File: config.mk
export PLATFORM = sky130hd
export DESIGN_NAME = pipe_stage_reg_flat
export DESIGN_NICKNAME = d
export VERILOG_FILES = /design/src/rtl/pipe_pkg.sv /design/src/rtl/pipe_stage_reg_if.sv /design/src/rtl/pipe_field_reg.sv /design/src/rtl/pipe_stage_reg.sv /design/src/flat_wrapper.sv
export SDC_FILE = /design/constraint.sdc
export NUM_CORES = 1
export LEC_CHECK = 0
export ABC_CLOCK_PERIOD_IN_PS = 4200
export BUFFER_PORTS_ARGS = -buffer_cell sky130_fd_sc_hd__buf_2
export CAP_MARGIN = 20
export CORE_UTILIZATION = 59
export DETAILED_ROUTE_END_ITERATION = 7
export PLACE_DENSITY = 0.86
export SYNTH_ARGS = -nofsm -noshare
export SYNTH_HDL_FRONTEND = slang
export SYNTH_SLANG_ARGS = --single-unit
File: constraint.sdc
create_clock -name clk -period 4.2 [get_ports clk]
set_input_delay 0.21 -clock clk [delete_from_list [all_inputs] [get_ports clk]]
set_output_delay 0.21 -clock clk [all_outputs]
set_load 0.005 [all_outputs]
File: src/rtl/pipe_pkg.sv
// Shared pipeline definitions: stage state encoding and default field widths.
package pipe_pkg;

  typedef enum logic [1:0] {
    ST_EMPTY = 2'd0,
    ST_FULL  = 2'd1,
    ST_SKID  = 2'd2
  } pipe_state_e;

  localparam int DEF_DATA_W = 32;
  localparam int DEF_NWORDS = 3;
  localparam int DEF_CTRL_W = 3;
  localparam int DEF_DEST_W = 5;

  function automatic int fld_w(input int ctrl_w, input int nwords, input int data_w, input int dest_w);
    return ctrl_w + nwords * data_w + dest_w;
  endfunction

endpackage

File: src/rtl/pipe_stage_reg_if.sv
// Stage-side bundle: upstream handshake, downstream handshake, flush and occupancy.
interface pipe_stage_reg_if
  import pipe_pkg::*;
#(
  parameter int DATA_W = DEF_DATA_W,
  parameter int NWORDS = DEF_NWORDS,
  parameter int CTRL_W = DEF_CTRL_W,
  parameter int DEST_W = DEF_DEST_W
);
  logic                     in_valid;
  logic                     in_ready;
  logic [CTRL_W-1:0]        in_ctrl;
  logic [NWORDS*DATA_W-1:0] in_data;
  logic [DEST_W-1:0]        in_dest;
  logic                     flush;
  logic                     out_valid;
  logic                     out_ready;
  logic [CTRL_W-1:0]        out_ctrl;
  logic [NWORDS*DATA_W-1:0] out_data;
  logic [DEST_W-1:0]        out_dest;
  logic [1:0]               occupancy;

  modport slave (
    input  in_valid, in_ctrl, in_data, in_dest, flush, out_ready,
    output in_ready, out_valid, out_ctrl, out_data, out_dest, occupancy
  );

  modport master (
    output in_valid, in_ctrl, in_data, in_dest, flush, out_ready,
    input  in_ready, out_valid, out_ctrl, out_data, out_dest, occupancy
  );
endinterface

File: src/rtl/pipe_field_reg.sv
// Enable-loaded instruction field register, cleared by reset.
module pipe_field_reg #(
  parameter int W = 8
) (
  input  logic         clk,
  input  logic         rst_n,
  input  logic         i_en,
  input  logic [W-1:0] i_d,
  output logic [W-1:0] o_q
);
  always_ff @(posedge clk or negedge rst_n) begin
    if (!rst_n)    o_q <= '0;
    else if (i_en) o_q <= i_d;
  end
endmodule

File: src/rtl/pipe_stage_reg.sv
// Pipeline stage register: 2-entry skid buffer with registered ready (SKID=1)
// or a single register with combinational ready (SKID=0).
module pipe_stage_reg
  import pipe_pkg::*;
#(
  parameter int DATA_W = DEF_DATA_W,
  parameter int NWORDS = DEF_NWORDS,
  parameter int CTRL_W = DEF_CTRL_W,
  parameter int DEST_W = DEF_DEST_W,
  parameter int SKID   = 1
) (
  input logic              clk,
  input logic              rst_n,
  pipe_stage_reg_if.slave  bus
);
  localparam int FW = fld_w(CTRL_W, NWORDS, DATA_W, DEST_W);

  pipe_state_e       r_state, w_state_nxt;
  logic              r_in_rdy, w_in_rdy_nxt;
  logic              w_acc, w_drn, w_valid, w_main_en, w_skid_en;
  logic [FW-1:0]     w_in_fld, w_main_d, w_main_q, w_skid_q;
  logic [CTRL_W-1:0] w_q_ctrl;

  assign w_valid  = (r_state != ST_EMPTY);
  assign w_in_fld = {bus.in_ctrl, bus.in_data, bus.in_dest};
  // r_in_rdy also masks ready during and right after reset in the SKID=0 build
  assign bus.in_ready = (SKID != 0) ? r_in_rdy : (r_in_rdy & (~w_valid | bus.out_ready));
  assign w_acc = bus.in_valid & bus.in_ready & ~bus.flush;
  assign w_drn = w_valid & bus.out_ready;

  always_ff @(posedge clk or negedge rst_n) begin
    if (!rst_n) begin
      r_state  <= ST_EMPTY;
      r_in_rdy <= 1'b0;
    end else begin
      r_state  <= w_state_nxt;
      r_in_rdy <= w_in_rdy_nxt;
    end
  end

  always_comb begin
    w_state_nxt = r_state;
    if (bus.flush) w_state_nxt = ST_EMPTY;
    else begin
      case (r_state)
        ST_EMPTY: if (w_acc) w_state_nxt = ST_FULL;
        ST_FULL: begin
          if (w_acc && !w_drn)      w_state_nxt = (SKID != 0) ? ST_SKID : ST_FULL;
          else if (!w_acc && w_drn) w_state_nxt = ST_EMPTY;
        end
        ST_SKID:  if (w_drn) w_state_nxt = ST_FULL;
        default:  w_state_nxt = ST_EMPTY;
      endcase
    end
  end

  always_comb begin
    w_main_en    = 1'b0;
    w_skid_en    = 1'b0;
    w_main_d     = w_in_fld;
    w_in_rdy_nxt = (SKID != 0) ? (w_state_nxt != ST_SKID) : 1'b1;
    if (!bus.flush) begin
      case (r_state)
        ST_EMPTY: w_main_en = w_acc;
        ST_FULL: begin
          w_main_en = w_acc & w_drn;
          w_skid_en = w_acc & ~w_drn;
        end
        ST_SKID: begin
          w_main_en = w_drn;
          w_main_d  = w_skid_q;
        end
        default: ;
      endcase
    end
  end

  pipe_field_reg #(.W(FW)) u_main (
    .clk(clk), .rst_n(rst_n), .i_en(w_main_en), .i_d(w_main_d), .o_q(w_main_q)
  );

  generate
    if (SKID != 0) begin : g_skid
      pipe_field_reg #(.W(FW)) u_skid (
        .clk(clk), .rst_n(rst_n), .i_en(w_skid_en), .i_d(w_in_fld), .o_q(w_skid_q)
      );
    end else begin : g_noskid
      assign w_skid_q = '0;
    end
  endgenerate

  // A bubble must never carry write/memory enables downstream
  assign {w_q_ctrl, bus.out_data, bus.out_dest} = w_main_q;
  assign bus.out_ctrl  = w_valid ? w_q_ctrl : '0;
  assign bus.out_valid = w_valid;
  assign bus.occupancy = r_state;
endmodule

File: src/flat_wrapper.sv
// flat-port wrapper written by rule: the top's interface ports become plain ports
module pipe_stage_reg_flat import pipe_pkg::*;
#(
  parameter int DATA_W = DEF_DATA_W,
  parameter int NWORDS = DEF_NWORDS,
  parameter int CTRL_W = DEF_CTRL_W,
  parameter int DEST_W = DEF_DEST_W,
  parameter int SKID   = 1
)
  (clk, rst_n, bus_in_valid, bus_in_ctrl, bus_in_data, bus_in_dest, bus_flush, bus_out_ready, bus_in_ready, bus_out_valid, bus_out_ctrl, bus_out_data, bus_out_dest, bus_occupancy);
  pipe_stage_reg_if #(.DATA_W(DATA_W), .NWORDS(NWORDS), .CTRL_W(CTRL_W), .DEST_W(DEST_W)) bus_i ();
  input logic clk;
  input logic rst_n;
  input wire logic [$bits(bus_i.in_valid)-1:0] bus_in_valid;
  input wire logic [$bits(bus_i.in_ctrl)-1:0] bus_in_ctrl;
  input wire logic [$bits(bus_i.in_data)-1:0] bus_in_data;
  input wire logic [$bits(bus_i.in_dest)-1:0] bus_in_dest;
  input wire logic [$bits(bus_i.flush)-1:0] bus_flush;
  input wire logic [$bits(bus_i.out_ready)-1:0] bus_out_ready;
  output wire logic [$bits(bus_i.in_ready)-1:0] bus_in_ready;
  output wire logic [$bits(bus_i.out_valid)-1:0] bus_out_valid;
  output wire logic [$bits(bus_i.out_ctrl)-1:0] bus_out_ctrl;
  output wire logic [$bits(bus_i.out_data)-1:0] bus_out_data;
  output wire logic [$bits(bus_i.out_dest)-1:0] bus_out_dest;
  output wire logic [$bits(bus_i.occupancy)-1:0] bus_occupancy;
  assign bus_i.in_valid = bus_in_valid;
  assign bus_i.in_ctrl = bus_in_ctrl;
  assign bus_i.in_data = bus_in_data;
  assign bus_i.in_dest = bus_in_dest;
  assign bus_i.flush = bus_flush;
  assign bus_i.out_ready = bus_out_ready;
  assign bus_in_ready = bus_i.in_ready;
  assign bus_out_valid = bus_i.out_valid;
  assign bus_out_ctrl = bus_i.out_ctrl;
  assign bus_out_data = bus_i.out_data;
  assign bus_out_dest = bus_i.out_dest;
  assign bus_occupancy = bus_i.occupancy;
  pipe_stage_reg #(.DATA_W(DATA_W), .NWORDS(NWORDS), .CTRL_W(CTRL_W), .DEST_W(DEST_W), .SKID(SKID)) u_core (.clk(clk), .rst_n(rst_n), .bus(bus_i));
endmodule
==> results of run 1 <==
[synth_stat cells, drive strengths merged]
| cell type | count | area share [%] |
|---|---|---|
| o41ai | 1 | 0.091 |
| and2b | 2 | 0.16 |
| mux2i | 104 | 11 |
| mux2 | 104 | 12 |
| nand3b | 1 | 0.078 |
| xor2 | 1 | 0.091 |
| clkbuf | 3 | 0.12 |
| a2bb2oi | 1 | 0.091 |
| inv | 1 | 0.039 |
| nor2b | 4 | 0.29 |
| nand2 | 1 | 0.039 |
| dfrtp | 211 | 55 |
| nor2 | 107 | 4.2 |
| buf | 144 | 11 |
| nor3 | 1 | 0.052 |
| or3 | 1 | 0.065 |
| nand4bb | 1 | 0.12 |
| a21oi | 105 | 5.5 |
[report_power, final]
group          internal [µW]  switching [µW]
clock                   1100             775
sequential              2540             283
combinational            554             469
[layout make-up]
class,count,area (µm²),share of cell area (%)
Clock inverter,4,20.0,0.170
Timing Repair Buffer,332,2270,19.3
Antenna cell,1,2.50,0.0213
Clock buffer,34,677,5.75
Sequential cell,211,5280,44.8
Tap cell,216,270,2.30
Multi-Input combinational cell,434,3250,27.6
Inverter,1,3.75,0.0319
[registers in the layout, indices dropped and copies added, names as in the netlist]
| register | flops |
|---|---|
| u_core.bus.in_ready | 1 |
| u_core.bus.occupancy | 2 |
| u_core.g_skid.u_skid.o_q | 104 |
| u_core.u_main.o_q | 104 |
[worst register-to-register path, stage by stage (launching register included)]
cell and delay (ns):
sky130_fd_sc_hd__dfrtp_1 0.43, sky130_fd_sc_hd__and2b_1 0.26, sky130_fd_sc_hd__and2b_4 0.63, sky130_fd_sc_hd__buf_12 0.43, sky130_fd_sc_hd__mux2i_1 0.35, sky130_fd_sc_hd__a21oi_1 0.12
[logic make-up after synthesis]
group	after synthesis	share of synthesized area, %
AOI/OAI and AO/OA	107	5.66
xor gates and xnor gates	1	0.0913
buffers and inverters	148	11.2
DFF	211	55.0
muxes	208	23.1
and+or+nand+nor	118	4.98
[through the flow]
step | utilization, % | power, µW | instances | area (µm²) | worst slack, ns
final | 74.1 | 5720 | 1233 | 11800 | 1.82
after global routing | 74.1 | 6010 | 1233 | 11800 | 1.65
after CTS | 74.0 | 5700 | 1231 | 11800 | 1.85
after detailed placement | 62.9 | 3730 | 1086 | 9990 | 1.85
after global placement | 62.9 | 3660 | 1086 | 9990 | 1.94
after floorplan | - | 3540 | 793 | 9590 | 2.62
[layer usage]
layer | up-vias | track usage (%)
met5 | - | 0
met4 | 0 | 12.0
met2 | 237 | 46.8
li1 | 3040 | -
met1 | 3201 | 30.5
met3 | 75 | 5.66
[final timing paths]
check                                                           endpoint  slack, ns  depth (start not counted)
max in group asynchronous              u_core.u_main.o_q[85]$_DFFE_PN0P_       2.70                          3
worst max register to register         u_core.u_main.o_q[52]$_DFFE_PN0P_       1.82                          5
worst min-delay path                   u_core.bus.occupancy[0]$_DFF_PN0_       0.30                          5
worst max-delay path                   u_core.u_main.o_q[52]$_DFFE_PN0P_       1.82                          5
min in group asynchronous              u_core.u_main.o_q[35]$_DFFE_PN0P_       0.38                          2
worst min register to register  u_core.g_skid.u_skid.o_q[81]$_DFFE_PN0P_       0.49                          1
==> flow_summary.ini, run 1 <==
[cts]
cts-hold-fix-buffers = 107
ctsRootBufferMaster = sky130_fd_sc_hd__clkbuf_16
path_clk_slew_ns = 0.06
worstSkewPairLatency_ns = 0.49
cts_sinks = 211
cts_made_buffers = 23
cts_post_setup_buffers_inserted = 0
clock_tree.buffer_depth = 3
cts_tree = built
cts_repair_resize_count = 0
level_count_of_the_clock_h_tree = 1

[critical_path]
crit_chain = and2b_1 -> and2b_4 -> buf_12 -> mux2i_1 -> a21oi_1
crit_start = u_core.bus.occupancy[0]$_DFF_PN0_
worst_path_max_delay_cell = sky130_fd_sc_hd__and2b_4
critical_path.reg2reg.startpoint = u_core.bus.occupancy[0]$_DFF_PN0_
crit_arrival_ns = 2.70
critical_path_type = flip-flop to flip-flop
worst_setup_path_start_kind = flip-flop
critPathBufInv = 1
timing.critical_path.slowest_cell_delay_ns = 0.63
worst-path-max-fanout = 56
worstSetupEndpointType = flip-flop
critPathTopFamily = simple AND/OR/NAND/NOR gates
cp_data_required_time_ns = 4.52

[routing]
firstDrtPassIters = 4
viasPerCell = 5.31
routedWlPerCell_um = 17.7
wl_met2_mm = 11.3
met3_wirelength_mm = 1.23
postRouteWirelength_mm = 21.8
route.detailed.drc = 0
routed-via-count = 6553
highest_layer = met4
post_detailed_route_count_of_antenna_violating_nets = 0
wl_met1_mm = 8.36
drt_iter0_markers = 268

[sta]
period_needed_ns = 2.38
worst_clock_skew_ns = 0.00972
max_clock_freq_mhz = 421
report.final.setup_viol = 0
hold_slack_ns = 0.296
max-slew-margin-rel_pct = 41.6
final-max-slew-violation-count = 0
setup-tns-final_ns = 0
grt_setup_unrepaired = false
timing.final.crit_share_pct = 56.6
final_hold_viol_count = 0
worst_slew_pin_slew_ns = 0.877

[floorplanning]
total_die_area_um2 = 16800
ioPinCount = 217
floorplan.initialDensity_pct = 60.4
die_w_um = 130
core_area_um2 = 15900
fp.dieH_um = 130
rows = 46

[hold_path]
min_from = bus_in_valid
min_path_type = input port to flip-flop

[synth]
ys_seq_elements = 211
synthCells = 793
synth.distinct_cells = 24
avg_cell_area_syn_um2 = 12.1
syn_nets = 902
yosys_warnings = 0
synth-seq-area-share_pct = 55.0
synth.cell_area_um2 = 9590

[place]
portBuffers = 216
routabilityCongestion = 0.754
post-dp-hpwl_mm = 11.3

[global_routing]
first_global_vias = 6876
grt_start_max_net_pins = 209
grt-ovfl-total = 0
grt_antenna_before_repair = 1
wire_length_of_the_first_global_routing_pass_mm = 34.4
grt_use_total_pct = 26.3

[power]
powerDensity_nw_per_um2 = 486
worst_supply_voltage_drop_on_vdd_mv = 0.411
static-leakage-power_uw = 0.00520

[layout]
final_nets = 1112
layout.cells.most_common_list = sky130_fd_sc_hd__buf_2 (215), sky130_fd_sc_hd__dfrtp_1 (211), sky130_fd_sc_hd__dlygate4sd3_1 (108)
drive_above_1_share_pct = 29.9
areaGrowthSynthToFinish_pct = 22.7
layout_commonest_cell = sky130_fd_sc_hd__buf_2
nFillCells = 1020

[status]
outcome = complete, no violations

[job]
cap_violations = 0
Note: power is estimated with default switching activity, not from simulation.
==> run 2: changes to the inputs <==
Settings changed: ABC_CLOCK_PERIOD_IN_PS 4200 to 2500, CORE_UTILIZATION 59 to 54, PLACE_DENSITY 0.86 to 0.8.
Clock period 4.2 ns to 2.5 ns, I/O delays scaled along.
==> run 2 against run 1 <==
  * Non-clock buffer count is 3 higher
  * Clock-buffer cell count is 4 lower
  * Clock power is 98% higher
  * Via count is 1.1% lower
  * Core utilization is 4.7 points lower
  * Register-to-register slack worse by 1.3 ns
  * Clock skew is 0.0033 ns higher
  * Worst setup slack worse by 1.3 ns
  * Highest routed layer unchanged
==> flow_summary.ini, run 2 (same netlist as run 1, synthesis figures left out) <==
[status]
outcome = complete, no violations

[cts]
cts_repair_resize_count = 0
worstSkewPairLatency_ns = 0.50
clock_tree.buffer_depth = 3
cts_tree = built
level_count_of_the_clock_h_tree = 1
cts_made_buffers = 23
cts_sinks = 211
path_clk_slew_ns = 0.06
ctsRootBufferMaster = sky130_fd_sc_hd__clkbuf_16

[layout]
drive_above_1_share_pct = 30.7
final_nets = 1115
layout_commonest_cell = sky130_fd_sc_hd__buf_2
areaGrowthSynthToFinish_pct = 25.2
diodes = 0
layout.cells.most_common_list = sky130_fd_sc_hd__buf_2 (215), sky130_fd_sc_hd__dfrtp_1 (211), sky130_fd_sc_hd__dlygate4sd3_1 (108)
stdcell_count = 1248

[place]
place_ws_ns = 0.629
dpl.cell_count = 1098
post-dp-hpwl_mm = 11.6
routabilityCongestion = 0.738
portBuffers = 216

[sta]
final-max-slew-violation-count = 0
timing.final.crit_share_pct = 77.8
worst_clock_skew_ns = 0.0130
max-slew-margin-rel_pct = 59.4
setup-tns-final_ns = 0
finalWorstSetupSlack_ns = 0.556
worst_slew_pin_slew_ns = 0.609
report.final.setup_viol = 0
grt_setup_unrepaired = false
final_hold_viol_count = 0
max_clock_freq_mhz = 514
period_needed_ns = 1.94

[routing]
postRouteWirelength_mm = 20.2
firstDrtPassIters = 4
routed-via-count = 6484
drt_iter0_markers = 247
viasPerCell = 5.20
routedWlPerCell_um = 16.2
post_detailed_route_count_of_antenna_violating_nets = 0
route.detailed.drc = 0

[power]
powerDensity_nw_per_um2 = 843
power.total_uw = 10100
total_switching_power_uw = 2560
static-leakage-power_uw = 0.00531
worst_supply_voltage_drop_on_vdd_mv = 0.518
cell_internal_pwr_uw = 7560
power_switching_share_pct = 25.3
pwr-share-comb_pct = 16.7
p_seq_share_pct = 46.5
pwr-share-clk_pct = 36.9

[critical_path]
crit_arrival_ns = 2.35
worst_setup_path_start_kind = flip-flop
cp_data_required_time_ns = 2.90
worst-path-max-fanout = 102
crit_chain = nor2b_2 -> o41ai_2 -> buf_12 -> nor2_1 -> a21oi_1
regToRegSetupSlack_ns = 0.56
critical_path_type = flip-flop to flip-flop
worstSetupEndpointType = flip-flop
worst_path_max_delay_cell = sky130_fd_sc_hd__o41ai_2
timing.critical_path.slowest_cell_delay_ns = 0.48

[floorplanning]
core_area_um2 = 17300
floorplan.initialDensity_pct = 55.5
rows = 48
fp.dieH_um = 135
ioPinCount = 217
die_w_um = 135
total_die_area_um2 = 18300

[global_routing]
grt_start_max_net_pins = 107
first_global_vias = 6709
grt_use_total_pct = 22.1
grt-ovfl-total = 0
wire_length_of_the_first_global_routing_pass_mm = 32.6
grt_antenna_before_repair = 0

[hold_path]
min_path_type = input port to asynchronous set/reset pin

[job]
cap_violations = 0
run 2: layer usage:
metal | GRT usage, % | share of wire [%] | vias to the layer above | routed length (µm)
li1 | - | - | 3038 | -
met1 | 28.0 | 42 | 3207 | 8530
met2 | 38.1 | 50 | 205 | 10000
met3 | 4.98 | 6.1 | 34 | 1230
met4 | 5.99 | 1.9 | 0 | 373
met5 | 0 | 0 | - | 0
run 2: final timing paths:
check,startpoint,to,cells past startpoint
min in group clk,bus_in_valid,u_core.bus.occupancy[0]$_DFF_PN0_,5
max in group asynchronous,rst_n,u_core.u_main.o_q[18]$_DFFE_PN0P_,3
hold / removal,rst_n,u_core.u_main.o_q[57]$_DFFE_PN0P_,2
setup reg to reg,u_core.bus.occupancy[0]$_DFF_PN0_,u_core.u_main.o_q[28]$_DFFE_PN0P_,5
hold reg to reg,u_core.g_skid.u_skid.o_q[57]$_DFFE_PN0P_,u_core.g_skid.u_skid.o_q[57]$_DFFE_PN0P_,1
setup / recovery,u_core.bus.occupancy[0]$_DFF_PN0_,u_core.u_main.o_q[28]$_DFFE_PN0P_,5
run 2: worst max-delay path: cells and delay by family, from the launching register on:
family                 cells  cell delay (ns)
and+or+nand+nor            2             0.31
buffers and inverters      1             0.41
DFF                        1             0.41
AOI/OAI and AO/OA          2             0.69
run 2: stage by stage:
stage / hold slack, ns / util (%) / area [µm²]
after floorplan: -0.171 / - / 9590
after global placement: 0.179 / 58.3 / 10100
after detailed placement: 0.180 / 58.3 / 10100
after CTS: 0.195 / 69.4 / 12000
after global routing: 0.222 / 69.4 / 12000
final: 0.198 / 69.4 / 12000
run 2: timing repair:
action	in CTS	in global routing
endpoints found under the hold margin	278	0
setup buffers	0	0
hold buffers	108	0
run 2: area by class of cell:
class	count	area, µm²
Inverter	1	3.75
Timing Repair Buffer	335	2340
Fill cell	1166	5290
Clock buffer	30	652
Tap cell	225	282
Clock inverter	12	200
Multi-Input combinational cell	434	3250
Sequential cell	211	5280
run 2: power by group through the flow:
stage / clock, µW / combinational (µW) / sequential (µW)
after floorplan: 0 / 1330 / 4620
after global placement: 0 / 1470 / 4690
after detailed placement: 0 / 1550 / 4740
after CTS: 3800 / 1690 / 4690
after global routing: 3940 / 1880 / 4800
final: 3730 / 1690 / 4700
==> run 3: changes to the inputs <==
Settings changed: ABC_CLOCK_PERIOD_IN_PS 2500 to 1750, CORE_UTILIZATION 54 to 49, PLACE_DENSITY 0.8 to 0.76.
Clock period 2.5 ns to 1.75 ns, I/O delays scaled along.
==> run 3 against run 2 <==
  * Combinational power rose by 51%
  * Worst setup slack got worse by 0.50 ns
  * Routed wire length rose by 9.9%
  * Register-to-register slack got worse by 0.50 ns
  * Clock-buffer cell count rose by 1
  * Cell area rose by 3.5%
  * Sequential cell count did not move
  * Core utilization fell by 3.9 points
  * Critical path type unchanged
  * Largest power group unchanged
==> flow_summary.ini, run 3 (same netlist as run 1, synthesis figures left out) <==
[power]
powerDensity_nw_per_um2 = 1120
worst_supply_voltage_drop_on_vdd_mv = 0.668
static-leakage-power_uw = 0.00551

[critical_path]
crit_arrival_ns = 2.10
crit_chain = buf_4 -> nand4bb_1 -> o41ai_4 -> buf_4 -> buf_6 -> nor2_1 -> a21oi_1
cp_data_required_time_ns = 2.16
worst-path-max-fanout = 19
crit_top_cell = sky130_fd_sc_hd__buf_4
timing.critical_path.slowest_cell_delay_ns = 0.40
critical_path_type = flip-flop to flip-flop
critPathBufInv = 3
worst_path_max_delay_cell = sky130_fd_sc_hd__dfrtp_1
worst_setup_path_start_kind = flip-flop
critPathTopFamily = buffers and inverters
worstSetupEndpointType = flip-flop

[global_routing]
first_global_vias = 6864
wire_length_of_the_first_global_routing_pass_mm = 34.2
grt_antenna_before_repair = 0
grt_use_total_pct = 21.2
grt-ovfl-total = 0
grt_start_max_net_pins = 79

[sta]
setup-tns-final_ns = 0
worst_slew_pin_slew_ns = 0.528
report.final.setup_viol = 0
period_needed_ns = 1.69
max-slew-margin-rel_pct = 64.8
final-max-slew-violation-count = 0
timing.final.crit_share_pct = 96.6
worst_clock_skew_ns = 0.00831
max_clock_freq_mhz = 592
final_hold_viol_count = 0

[cts]
ctsRootBufferMaster = sky130_fd_sc_hd__clkbuf_16
cts_tree = built
path_clk_slew_ns = 0.06
cts_made_buffers = 22
worstSkewPairLatency_ns = 0.49
clock_tree.buffer_depth = 3
level_count_of_the_clock_h_tree = 1
cts_sinks = 211

[layout]
finalInstanceArea_um2 = 12400
stdcell_count = 1312
layout_commonest_cell = sky130_fd_sc_hd__buf_2
nFillCells = 1384
final_nets = 1146
drive_above_1_share_pct = 33.3
layout.cells.most_common_list = sky130_fd_sc_hd__buf_2 (215), sky130_fd_sc_hd__dfrtp_1 (211), sky130_fd_sc_hd__dlygate4sd3_1 (108)
areaGrowthSynthToFinish_pct = 29.5

[floorplanning]
rows = 50
die_w_um = 142
ioPinCount = 217
core_area_um2 = 19000
fp.dieH_um = 142
floorplan.initialDensity_pct = 50.6
total_die_area_um2 = 20100

[status]
outcome = complete, no violations

[job]
cap_violations = 0

[routing]
post_detailed_route_count_of_antenna_violating_nets = 0
routedWlPerCell_um = 16.9
route.detailed.drc = 0
postRouteWirelength_mm = 22.2
viasPerCell = 5.09
routed-via-count = 6679
drt_iter0_markers = 253
firstDrtPassIters = 6

[place]
portBuffers = 216
placedInstanceArea_um2 = 10400
dpl.cell_count = 1149
routabilityCongestion = 0.742
post-dp-hpwl_mm = 12.5

[hold_path]
min_path_type = input port to asynchronous set/reset pin
run 3: cell types whose count changed in the layout (fill, tap and decap cells not counted), sizes merged:
cell / change
buf: +28
clkbuf: +5
bufinv: -4
diode: +1
inv: -1
run 3: power breakdown:
group / switching (µW) / internal (µW) / leakage (µW)
clock: 1850 / 2780 / 0.000367
combinational: 1120 / 1430 / 0.00268
sequential: 639 / 6090 / 0.00246
total: 3620 / 10300 / 0.00551
run 3: area by class of cell:
type / count / area (µm²) / area share, %
Multi-Input combinational cell: 434 / 3300 / 26.6
Clock buffer: 31 / 666 / 5.36
Sequential cell: 211 / 5280 / 42.5
Inverter: 1 / 3.75 / 0.0302
Timing Repair Buffer: 367 / 2790 / 22.4
Antenna cell: 1 / 2.50 / 0.0201
Tap cell: 260 / 325 / 2.62
Clock inverter: 7 / 60.1 / 0.483
run 3: timing repair:
action | 4_1_cts | 5_1_grt
endpoints found under the hold margin | 315 | 0
pin swaps | 0 | 0
cloned | 0 | 5
gates resized for setup | 1 | 16
setup endpoints to repair | 64 | 121
buffers inserted | 0 | 12
hold buffers | 108 | 0
run 3: path summary, 6_finish.rpt:
| path | startpoint | to | slack [ns] | cells after the start |
|---|---|---|---|---|
| setup / recovery | u_core.bus.occupancy[0]$_DFF_PN0_ | u_core.u_main.o_q[50]$_DFFE_PN0P_ | 0.06 | 7 |
| hold / removal | rst_n | u_core.g_skid.u_skid.o_q[56]$_DFFE_PN0P_ | 0.15 | 2 |
| setup reg to reg | u_core.bus.occupancy[0]$_DFF_PN0_ | u_core.u_main.o_q[50]$_DFFE_PN0P_ | 0.06 | 7 |
| hold reg to reg | u_core.g_skid.u_skid.o_q[89]$_DFFE_PN0P_ | u_core.g_skid.u_skid.o_q[89]$_DFFE_PN0P_ | 0.49 | 1 |
| max in group asynchronous | rst_n | u_core.g_skid.u_skid.o_q[46]$_DFFE_PN0P_ | 0.96 | 3 |
| min in group clk | bus_in_valid | u_core.bus.occupancy[0]$_DFF_PN0_ | 0.17 | 5 |
run 3: stage by stage:
step | utilization [%] | power [µW] | hold WS [ns] | worst slack [ns]
2_1_floorplan | - | 8510 | -0.208 | 0.175
3_3_place_gp | 54.7 | 8890 | 0.106 | 0.0516
3_5_place_dp | 54.7 | 9030 | 0.111 | -0.0336
4_1_cts | 64.3 | 13900 | 0.149 | 0.00103
5_1_grt | 65.6 | 14600 | 0.162 | -0.0136
6_report | 65.6 | 13900 | 0.152 | 0.0603
run 3: routing by layer:
metal / global-route usage, % / wire length (µm) / part of all wire, %
met5: 0 / 0 / 0
met2: 37.2 / 11100 / 50
met1: 25.7 / 9100 / 41
met3: 4.58 / 1300 / 5.9
met4: 7.87 / 657 / 3.0
